<file path="src/rtl/async_event_sender_if.sv">
// Event-sender bundle: event input, async ack, request level and status.
// master = sender side, slave = event source plus far-domain responder.
interface async_event_sender_if #(
   parameter int CNT_W = 4
);
   logic             ev_in;
   logic             ack_async;
   logic             req_out;
   logic             busy;
   logic [CNT_W-1:0] pend_cnt;
   logic             overflow;
   logic             tmo_err;

   modport master (
      input  ev_in,
      input  ack_async,
      output req_out,
      output busy,
      output pend_cnt,
      output overflow,
      output tmo_err
   );

   modport slave (
      output ev_in,
      output ack_async,
      input  req_out,
      input  busy,
      input  pend_cnt,
      input  overflow,
      input  tmo_err
   );
endinterface

</file>
<file path="src/rtl/async_event_sender.sv">
// Source-domain end of a 4-phase req/ack event crossing with a saturating queue.
// Optional REQ timeout enabled by defining ASYNC_EVENT_SENDER_TIMEOUT_EN.
module async_event_sender #(
   parameter int CNT_W       = 4,
   parameter int SYNC_STAGES = 2,
   parameter int TIMEOUT_CYC = 1024
) (
   input  logic                 clk,
   input  logic                 rst,
   async_event_sender_if.master bus
);

   typedef enum logic [1:0] {
      IDLE = 2'd0,
      REQ  = 2'd1,
      REL  = 2'd2
   } state_t;

   localparam logic [CNT_W-1:0] CNT_MAX = '1;

   if (SYNC_STAGES < 2) begin : g_bad_sync
      $error("async_event_sender: SYNC_STAGES must be >= 2");
   end
   if (TIMEOUT_CYC < 2) begin : g_bad_tmo
      $error("async_event_sender: TIMEOUT_CYC must be >= 2");
   end

   state_t           state;
   logic             req_q;
   logic             busy_q;
   logic             ovf_q;
   logic [CNT_W-1:0] cnt;
   logic             ack_s;
   logic             full;
   logic             inc;
   logic             start;

   (* async_reg = "true" *)
   logic [SYNC_STAGES-1:0] ack_sync;

   assign ack_s = ack_sync[SYNC_STAGES-1];
   assign full  = (cnt == CNT_MAX);
   assign inc   = bus.ev_in & ~full;
   assign start = (state == IDLE) & (cnt != '0);

   // Resynchronise the far-domain ack before the FSM looks at it.
   always_ff @(posedge clk or posedge rst) begin
      if (rst) begin
         ack_sync <= '0;
      end else begin
         ack_sync <= {ack_sync[SYNC_STAGES-2:0], bus.ack_async};
      end
   end

   // Pending-event counter: saturates at max, never wraps.
   always_ff @(posedge clk or posedge rst) begin
      if (rst) begin
         cnt   <= '0;
         ovf_q <= 1'b0;
      end else begin
         ovf_q <= bus.ev_in & full;
         unique case ({inc, start})
            2'b10:   cnt <= cnt + 1'b1;
            2'b01:   cnt <= cnt - 1'b1;
            default: cnt <= cnt;
         endcase
      end
   end

`ifdef ASYNC_EVENT_SENDER_TIMEOUT_EN
   localparam int TW = $clog2(TIMEOUT_CYC);
   localparam logic [TW-1:0] TMO_LAST = TW'(TIMEOUT_CYC - 1);

   logic [TW-1:0] tcnt;
   logic          tmo_q;
   logic          tmo_hit;

   assign tmo_hit = (tcnt == TMO_LAST);
   assign bus.tmo_err = tmo_q;

   // Handshake FSM with REQ timeout; req/busy are state-decoded registers.
   always_ff @(posedge clk or posedge rst) begin
      if (rst) begin
         state  <= IDLE;
         req_q  <= 1'b0;
         busy_q <= 1'b0;
         tcnt   <= '0;
         tmo_q  <= 1'b0;
      end else begin
         unique case (state)
            IDLE: begin
               if (start) begin
                  state  <= REQ;
                  req_q  <= 1'b1;
                  busy_q <= 1'b1;
                  tcnt   <= '0;
               end
            end
            REQ: begin
               if (ack_s) begin
                  state <= REL;
                  req_q <= 1'b0;
               end else if (tmo_hit) begin
                  state <= REL;
                  req_q <= 1'b0;
                  tmo_q <= 1'b1;
               end else begin
                  tcnt <= tcnt + 1'b1;
               end
            end
            REL: begin
               if (!ack_s) begin
                  state  <= IDLE;
                  busy_q <= 1'b0;
               end
            end
            default: begin
               state  <= IDLE;
               req_q  <= 1'b0;
               busy_q <= 1'b0;
            end
         endcase
      end
   end
`else
   assign bus.tmo_err = 1'b0;

   // Handshake FSM; req/busy are state-decoded registers.
   always_ff @(posedge clk or posedge rst) begin
      if (rst) begin
         state  <= IDLE;
         req_q  <= 1'b0;
         busy_q <= 1'b0;
      end else begin
         unique case (state)
            IDLE: begin
               if (start) begin
                  state  <= REQ;
                  req_q  <= 1'b1;
                  busy_q <= 1'b1;
               end
            end
            REQ: begin
               if (ack_s) begin
                  state <= REL;
                  req_q <= 1'b0;
               end
            end
            REL: begin
               if (!ack_s) begin
                  state  <= IDLE;
                  busy_q <= 1'b0;
               end
            end
            default: begin
               state  <= IDLE;
               req_q  <= 1'b0;
               busy_q <= 1'b0;
            end
         endcase
      end
   end
`endif

   assign bus.req_out  = req_q;
   assign bus.busy     = busy_q;
   assign bus.pend_cnt = cnt;
   assign bus.overflow = ovf_q;

endmodule
</file>
<file path="src/flat_wrapper.sv">
// flat-port wrapper written by rule: the top's interface ports become plain ports
module async_event_sender_flat 
#(
   parameter int CNT_W       = 4,
   parameter int SYNC_STAGES = 2,
   parameter int TIMEOUT_CYC = 1024
)
  (clk, rst, bus_ev_in, bus_ack_async, bus_req_out, bus_busy, bus_pend_cnt, bus_overflow, bus_tmo_err);
  async_event_sender_if #(.CNT_W(CNT_W)) bus_i ();
  input  logic clk;
  input  logic rst;
  input wire logic [$bits(bus_i.ev_in)-1:0] bus_ev_in;
  input wire logic [$bits(bus_i.ack_async)-1:0] bus_ack_async;
  output wire logic [$bits(bus_i.req_out)-1:0] bus_req_out;
  output wire logic [$bits(bus_i.busy)-1:0] bus_busy;
  output wire logic [$bits(bus_i.pend_cnt)-1:0] bus_pend_cnt;
  output wire logic [$bits(bus_i.overflow)-1:0] bus_overflow;
  output wire logic [$bits(bus_i.tmo_err)-1:0] bus_tmo_err;
  assign bus_i.ev_in = bus_ev_in;
  assign bus_i.ack_async = bus_ack_async;
  assign bus_req_out = bus_i.req_out;
  assign bus_busy = bus_i.busy;
  assign bus_pend_cnt = bus_i.pend_cnt;
  assign bus_overflow = bus_i.overflow;
  assign bus_tmo_err = bus_i.tmo_err;
  async_event_sender #(.CNT_W(CNT_W), .SYNC_STAGES(SYNC_STAGES), .TIMEOUT_CYC(TIMEOUT_CYC)) u_core (.clk(clk), .rst(rst), .bus(bus_i));
endmodule
</file>
<file path="config.mk">
export PLATFORM = sky130hd
export DESIGN_NAME = async_event_sender_flat
export DESIGN_NICKNAME = d
export VERILOG_FILES = /design/src/rtl/async_event_sender_if.sv /design/src/rtl/async_event_sender.sv /design/src/flat_wrapper.sv
export SDC_FILE = /design/constraint.sdc
export NUM_CORES = 1
export LEC_CHECK = 0
export ABC_AREA = 1
export CAP_MARGIN = 20
export CORE_MARGIN = 2
export CORE_UTILIZATION = 42
export DETAILED_ROUTE_END_ITERATION = 8
export PLACE_DENSITY = 0.68
export SETUP_SLACK_MARGIN = 0.3
export SLEW_MARGIN = 20
export SYNTH_ARGS = -nofsm -noshare
export SYNTH_HDL_FRONTEND = slang
export SYNTH_SLANG_ARGS = --single-unit
export TNS_END_PERCENT = 10
</file>
<file path="constraint.sdc">
create_clock -name clk -period 2 [get_ports clk]
set_clock_uncertainty 0.15 [all_clocks]
set_input_delay 0.3 -clock clk [delete_from_list [all_inputs] [get_ports clk]]
set_output_delay 0.3 -clock clk [all_outputs]
set_load 0.005 [all_outputs]
</file>
[Word-level counts from Yosys, hierarchy flattened]
Index checks and enable logic that the tools add are counted.
Word-level totals
  word-level logic and storage cells: 38
  output and inout port bits: 8
  bits in registers: 11
  bits of input ports: 4
Operators by class
  bitwise logic cells: 6
  equality and inequality tests: 8
  $add $sub $neg: 2
  reduce and logical (&&, ||, !) cells: 6
  mux-type cells: 10
Operators by type and width (count)
  3-bit AND reduction: 3
  4-bit one-hot mux with 2 select lines: 1
  2-bit 2-to-1 mux: 3
  1-bit one-hot mux with 3 select lines: 2
  2-bit one-hot mux with 3 select lines: 1
  4-bit by 1-bit adder with 4-bit output (second input constant): 1
  2-bit by 1-bit equality test with 1-bit output (second input constant): 2
  2-bit equality test (second input constant): 2
  4-bit equality test (second input constant): 1
  2-bit by 1-bit inequality test with 1-bit output (second input constant): 2
  4-bit nonzero test: 1
  4-bit by 1-bit subtractor with 4-bit output (second input constant): 1
  1-bit bitwise AND: 3
  1-bit 2-to-1 mux: 3
  1-bit inverter: 3
  2-bit logical NOT: 1
  2-bit inequality test (second input constant): 1
  2-bit nonzero test: 1

[Logic depth before layout (Yosys ltp)]
Gate-level depths: netlist of run 1.
  depth in word-level cells: 5
  depth in mapped cells: 14
  mapped depth without buffers: 14

[Least setup slack after synthesis of run 1]
No wires, ideal clock.
  kind: register -> register
  start point: register u_core.cnt[2], in the netlist u_core.bus.pend_cnt[2]
  end point: register u_core.cnt[2], in the netlist u_core.bus.pend_cnt[2]
  cell stages (with the launch flop): 15
  arrival time: 1859 ps
  required time: 1727 ps
  period minus slack after synthesis: 2132 ps
  path slack: -132 ps
  library setup time: 123 ps
  cell sequence: dfrtp_1 -> inv_1 -> nand2_1 -> nor3_1 -> or2_1 -> inv_1 -> ha_1 -> inv_1 -> nand2_1 -> nand2_1 -> ha_1 -> a21o_1 -> or2_1 -> nand3_1 -> o21ai_1
On the way
  longest elaborated chain between the ends: 5
RTL lines
  start, declared: RTL line async_event_sender.sv:32  | logic [CNT_W-1:0] cnt;
  start signal, assigned: RTL line async_event_sender.sv:63  | 2'b10: cnt <= cnt + 1'b1;
  start signal, assigned: RTL line async_event_sender.sv:64  | 2'b01: cnt <= cnt - 1'b1;
  start signal, assigned: RTL line async_event_sender.sv:65  | default: cnt <= cnt;
  4-bit equality test: RTL line async_event_sender.sv:42  | assign full = (cnt == CNT_MAX);
  1-bit inverter: RTL line async_event_sender.sv:43  | assign inc = bus.ev_in & ~full;
  1-bit bitwise AND: RTL line async_event_sender.sv:43
  2-bit by 1-bit equality test with 1-bit output / 2-bit equality test (equally long branches): RTL line async_event_sender.sv:62  | unique case ({inc, start})
  4-bit one-hot mux with 2 select lines / 2-bit nonzero test (equally long branches)
Parallel ways exist; a longest one is shown, timed or not.
A chain may end at the register's enable or synchronous reset.

[Final worst setup path of run 1]
  start point: register u_core.cnt[1], in the netlist u_core.bus.pend_cnt[1]
  end point: register u_core.cnt[3], in the netlist u_core.bus.pend_cnt[3]
The elaborated chain is that of the path after synthesis.

==> results.py, run 1 <==
metrics = {
    "die": {
        "fp.dieW_um": 40.7,
        "ios": 12,
        "row_count": 13,
        "core_region_area_mm2": 0.00128,
        "initial_core_util_pct": 43.9,
        "die_y_um": 40.7,
        "dieArea_mm2": 0.00165,
    },
    "cells_and_area": {
        "nets": 112,
        "drive_gt1_share_pct": 36.5,
        "final_common_cell": "buf_4",
        "antenna_cells": 0,
        "final_cells": 119,
        "synthToLayoutAreaGrowth_pct": 60.5,
        "layout_common_cells": "23 x buf_4, 16 x nand2_1, 11 x dfrtp_1, 7 x inv_1, 7 x clkdlybuf4s50_1",
    },
    "logic_synthesis": {
        "avgSynthCellArea_um2": 8.30,
        "syn_inst": 68,
        "synth_nets": 75,
        "netlist_area_um2": 564,
        "synth-seq-cells": 11,
        "synth_cell_types": 20,
        "ys_seq_area_share_pct": 48.8,
        "synth_warnings": 0,
    },
    "route": {
        "drc": 0,
        "m1WireLength_um": 586,
        "route.met2.wl_um": 618,
        "routed_wl_um": 1290,
        "drt-initial-drc-count": 11,
        "vias": 560,
        "wl_per_cell_um": 10.9,
        "highest_layer": "met4",
        "viasPerCell": 4.71,
        "postRouteAntennaNets": 0,
        "dr.pass1.iters": 4,
        "wl_met3_um": 78,
    },
    "sta": {
        "setup_slack_ns": -0.115,
        "final_hold_viol_count": 0,
        "hold_slack_ns": 0.157,
        "slew_violations": 0,
        "fin_crit_sh_pct": 106,
        "setup_viol": 2,
        "min_period_ns": 2.12,
        "fmax_mhz": 473,
        "rsz0062_at_grt": "yes",
    },
    "cts": {
        "clockRootBuffer": "clkbuf_4",
        "cts.hold.buffers_added": 0,
        "clock_sinks": 11,
        "clk_path_buf_depth": 2,
        "cts_tree": "done",
        "h-tree-depth": 1,
        "cts_made_buffers": 3,
        "clk_pin_slew_ns": 0.07,
        "clock_latency_ns": 0.27,
    },
    "worst_setup_path": {
        "slowest_stage": "dfrtp_1",
        "worstReg2RegEnd": "u_core.bus.pend_cnt[3]$_DFFE_PP0P_",
        "worstPathMaxFanout": 3,
        "reg2reg_depth": 17,
        "arrival_ns": 2.12,
        "crit_required_ns": 2.00,
        "crit_chain": "inv_2 > nand2_2 > nor3_1 > or2_1 > inv_2 > ha_4 > inv_1 > nand2_1 > nand2_2 > buf_4 > buf_4 > buf_4 > nand3_2 > nand2_1 > nand2_1 > nand3_1 > nand2_1",
        "cp.depth": 17,
        "ff2ff_setup_slack_ns": -0.12,
        "cp.buffers_inverters": 6,
        "cp_slowest_stage_delay_ns": 0.41,
        "worstSetupStartpoint": "u_core.bus.pend_cnt[1]$_DFFE_PP0P_",
        "crit_type": "reg -> reg",
        "r2r_start": "u_core.bus.pend_cnt[1]$_DFFE_PP0P_",
        "end_kind": "flip-flop",
        "endpoint": "u_core.bus.pend_cnt[3]$_DFFE_PP0P_",
        "start_kind": "flip-flop",
        "crit_family": "simple AND/OR/NAND/NOR gates",
        "crit_top_cell": "nand2_1",
    },
    "placed_design": {
        "port_buffers": 10,
        "place_hpwl_um": 920,
        "gp_congestion": 0.793,
        "dp_slack_ns": -0.169,
        "place_inst": 108,
    },
    "grt": {
        "grt_usage_pct": 21.4,
        "grt_pass1_wl_um": 2190,
        "grt_pass1_vias": 529,
        "antenna_found_initial": 0,
        "overflow": 0,
        "grt_max_degree": 12,
    },
    "outcome": {
        "violations": "setup timing",
        "status": "finished, violations left",
    },
    "pwr": {
        "ir_worst_vdd_mv": 0.994,
        "power_leakage_nw": 0.504,
        "power.density_mw_per_mm2": 1720,
    },
    "worst_hold_path": {
        "hold_path_class": "in -> async",
    },
    "flow_run": {
        "maxCapViolCount": 0,
    },
}
cells by family after synthesis:
family	after synthesis	share of synthesized area, %
xor gates and xnor gates	2	3.10
AOI/OAI and AO/OA	6	5.76
adders and majority gates	3	6.65
and+or+nand+nor	33	26.4
buffers and inverters	12	8.65
DFF	11	48.8
other	1	0.665
cell type report:
| type | count | area (um^2) |
|---|---|---|
| fillers | 108 | 379 |
| repair buffers | 33 | 277 |
| flip-flops and latches | 11 | 275 |
| multi-input cells | 45 | 268 |
| inverters | 11 | 41.3 |
| clock buffers | 4 | 26.3 |
| well taps | 15 | 18.8 |
flip-flops by register name, indices dropped and copies added (netlist names):
signal and cells:
u_core.bus.overflow 1, u_core.bus.busy 1, u_core.state 2, u_core.bus.req_out 1
u_core.bus.pend_cnt 4, u_core.ack_sync 2
routing by layer:
layer	vias up	GRT usage, %
met4	0	7.50
li1	282	-
met2	17	34.5
met3	2	9.78
met1	259	24.9
met5	-	0
report_power, final:
group / switching [mW] / internal, mW
Sequential: 0.0590 / 0.311
Clock: 0.0698 / 0.0771
Combinational: 0.451 / 0.591
synth_stat cells:
master	instances	area, um^2
nand2_1	19	71.3
dfrtp_1	11	275
inv_1	9	33.8
nor2_1	4	15.0
ha_1	3	37.5
nand3_1	3	15.0
o21ai_0	3	15.0
inv_2	2	7.51
or2_1	2	12.5
xnor2_1	2	17.5
a21o_1	1	7.51
a21oi_1	1	5.00
buf_4	1	7.51
conb_1	1	3.75
nand3_2	1	10.0
nand3b_1	1	7.51
nand4_1	1	6.26
nor2_2	1	6.26
nor3_1	1	5.00
o21ai_1	1	5.00
repair_timing:
action | in CTS | in global routing
pin swaps | 3 | 2
setup buffers | 6 | 1
gates resized for setup | 7 | 4
hold endpoints to repair | 0 | 0
setup endpoints to repair | 7 | 7
worst min-delay path by stage:
stage	to	depth (start not counted)
3_3_place_gp	u_core.ack_sync[1]$_DFF_PP0_	0
2_1_floorplan	u_core.ack_sync[0]$_DFF_PP0_	1
4_1_cts	u_core.bus.busy$_DFFE_PP0P_	2
6_report	u_core.bus.busy$_DFFE_PP0P_	2
5_1_grt	u_core.state[1]$_DFFE_PP0P_	2
3_5_place_dp	u_core.ack_sync[1]$_DFF_PP0_	0
stage by stage:
stage	power, mW	util, %	TNS [ns]	instance area, um^2
after floorplan	0.789	-	-0.125	567
after detailed placement	1.25	62.1	-0.169	798
after CTS	1.54	69.3	-0.132	891
after global routing	1.71	70.5	-0.485	906
final	1.56	70.5	-0.225	906
after global placement	1.23	62.1	-0.104	798
No activity file was read; power rests on OpenSTA's default activity.
==> run 2: changes to the inputs <==
CORE_UTILIZATION = 30   (was 42)
PLACE_DENSITY = 0.51   (was 0.68)
==> run 2 against run 1 <==
Effect of this change:
- die area is 36% higher
- non-clock buffer count grew 9
- critical path type unchanged
- highest routed layer unchanged
- the flow still finishes with violations (setup timing)
- sequential share of layout area fell by 3.4 points
- largest cell class unchanged
- utilization fell by 12 points
==> results.py, run 2 (synthesis gave the netlist of run 1 again) <==
metrics = {
    "outcome": {
        "status": "finished, violations left",
        "violations": "setup timing",
    },
    "pwr": {
        "power_leakage_nw": 0.531,
        "ir_worst_vdd_mv": 0.937,
        "total_power_mw": 1.79,
        "power.density_mw_per_mm2": 1760,
    },
    "worst_setup_path": {
        "cp_slowest_stage_delay_ns": 0.36,
        "crit_family": "buffers and inverters",
        "worstReg2RegEnd": "u_core.bus.pend_cnt[2]$_DFFE_PP0P_",
        "ff2ff_setup_slack_ns": -0.14,
        "worstPathMaxFanout": 2,
        "crit_chain": "inv_2 > buf_6 > buf_4 > buf_4 > buf_4 > buf_4 > buf_4 > buf_4 > buf_4 > buf_4 > buf_6 > buf_6 > buf_4 > o21ai_1",
        "worstSetupStartpoint": "u_core.bus.pend_cnt[2]$_DFFE_PP0P_",
        "r2r_start": "u_core.bus.pend_cnt[2]$_DFFE_PP0P_",
        "slowest_stage": "dfrtp_1",
        "cp.buffers_inverters": 13,
        "start_kind": "flip-flop",
        "end_kind": "flip-flop",
        "crit_required_ns": 2.04,
        "crit_top_cell": "buf_4",
        "crit_type": "reg -> reg",
        "arrival_ns": 2.18,
        "reg2reg_depth": 14,
    },
    "sta": {
        "finalSetupTns_ns": -0.150,
        "final_hold_viol_count": 0,
        "fmax_mhz": 467,
        "setup_viol": 2,
        "rsz0062_at_grt": "yes",
        "setup_slack_ns": -0.140,
        "fin_crit_sh_pct": 107,
        "hold_slack_ns": 0.166,
        "min_period_ns": 2.14,
        "slew_violations": 0,
    },
    "cells_and_area": {
        "largest_register_ffs": 4,
        "drive_gt1_share_pct": 43.4,
        "layout_common_cells": "28 x buf_4, 16 x nand2_1, 11 x dfrtp_1, 8 x clkdlybuf4s50_1, 7 x inv_1",
        "antenna_cells": 0,
        "final_common_cell": "buf_4",
        "final_cells": 138,
        "synthToLayoutAreaGrowth_pct": 80.7,
        "nFillCells": 162,
        "ff_latch_area_um2": 275,
        "final_util_pct": 58.4,
        "multi_input_area_um2": 293,
        "nets": 121,
    },
    "route": {
        "viasPerCell": 4.23,
        "drt-initial-drc-count": 8,
        "dr.pass1.iters": 4,
        "postRouteAntennaNets": 0,
        "wl_per_cell_um": 10.6,
        "vias": 584,
        "drc": 0,
        "routed_wl_um": 1460,
    },
    "grt": {
        "grt_max_degree": 12,
        "grt_usage_pct": 17.3,
        "antenna_found_initial": 0,
        "overflow": 0,
        "grt_pass1_wl_um": 2580,
        "grt_pass1_vias": 596,
    },
    "cts": {
        "clockRootBuffer": "clkbuf_4",
        "clock_sinks": 11,
        "cts.hold.buffers_added": 0,
        "cts_made_buffers": 3,
        "cts_tree": "done",
        "clock_latency_ns": 0.27,
        "h-tree-depth": 1,
        "clk_path_buf_depth": 2,
        "clk_pin_slew_ns": 0.07,
    },
    "placed_design": {
        "place_inst": 116,
        "place_hpwl_um": 849,
        "port_buffers": 10,
        "gp_congestion": 0.706,
    },
    "die": {
        "row_count": 15,
        "ios": 12,
        "die_y_um": 47.4,
        "dieArea_mm2": 0.00224,
        "initial_core_util_pct": 32.3,
        "fp.dieW_um": 47.4,
        "core_region_area_mm2": 0.00175,
    },
    "flow_run": {
        "maxCapViolCount": 0,
    },
    "worst_hold_path": {
        "hold_path_class": "in -> async",
    },
}
## run 2: where the power goes
group,switching (mW),internal (mW)
registers,0.0540,0.310
logic,0.524,0.757
clock network,0.0712,0.0771
## run 2: worst reg2reg max path, stage by stage, from the launching register on
cell     delay, ns
dfrtp_1       0.36
inv_2         0.05
buf_6         0.10
buf_4         0.12
buf_4         0.12
buf_4         0.12
buf_4         0.12
buf_4         0.12
buf_4         0.12
buf_4         0.12
buf_4         0.12
buf_6         0.11
buf_6         0.10
buf_4         0.11
o21ai_1       0.11
## run 2: worst max-delay path by stage
stage          slack [ns]  cells after the start                            endpoint
3_3_place_gp        -0.13                     13  u_core.bus.pend_cnt[2]$_DFFE_PP0P_
5_1_grt             -0.22                     13  u_core.bus.pend_cnt[2]$_DFFE_PP0P_
3_5_place_dp        -0.14                     13  u_core.bus.pend_cnt[2]$_DFFE_PP0P_
6_report            -0.14                     14  u_core.bus.pend_cnt[2]$_DFFE_PP0P_
4_1_cts             -0.08                     14  u_core.bus.pend_cnt[2]$_DFFE_PP0P_
2_1_floorplan       -0.13                     14  u_core.bus.pend_cnt[2]$_DFFE_PP0P_
## run 2: stage by stage
stage / setup slack (ns) / cell area (um^2)
floorplan: -0.125 / 567
global placement: -0.131 / 796
detailed placement: -0.135 / 796
CTS: -0.0751 / 1000
global route: -0.215 / 1020
finish: -0.140 / 1020
## run 2: timing repair
action / 4_1_cts / 5_1_grt
gates resized for setup: 16 / 2
endpoints found under the setup margin: 7 / 6
pin swaps: 6 / 3
setup buffers: 16 / 2
## run 2: layer usage
metal | GRT usage (%) | share of wire (%) | wire length [um]
met1 | 21.9 | 46 | 675
met2 | 27.8 | 50 | 726
met4 | 5.00 | 1.1 | 16
met3 | 5.77 | 3.1 | 45
met5 | 0 | 0 | 0
## run 2: cell type report
type | instances | share of cell area, %
timing repair buffer | 42 | 34.6
multi-input combinational | 45 | 28.7
sequential | 11 | 27.0
inverter | 11 | 4.05
tap | 25 | 3.07
clock buffer | 4 | 2.58
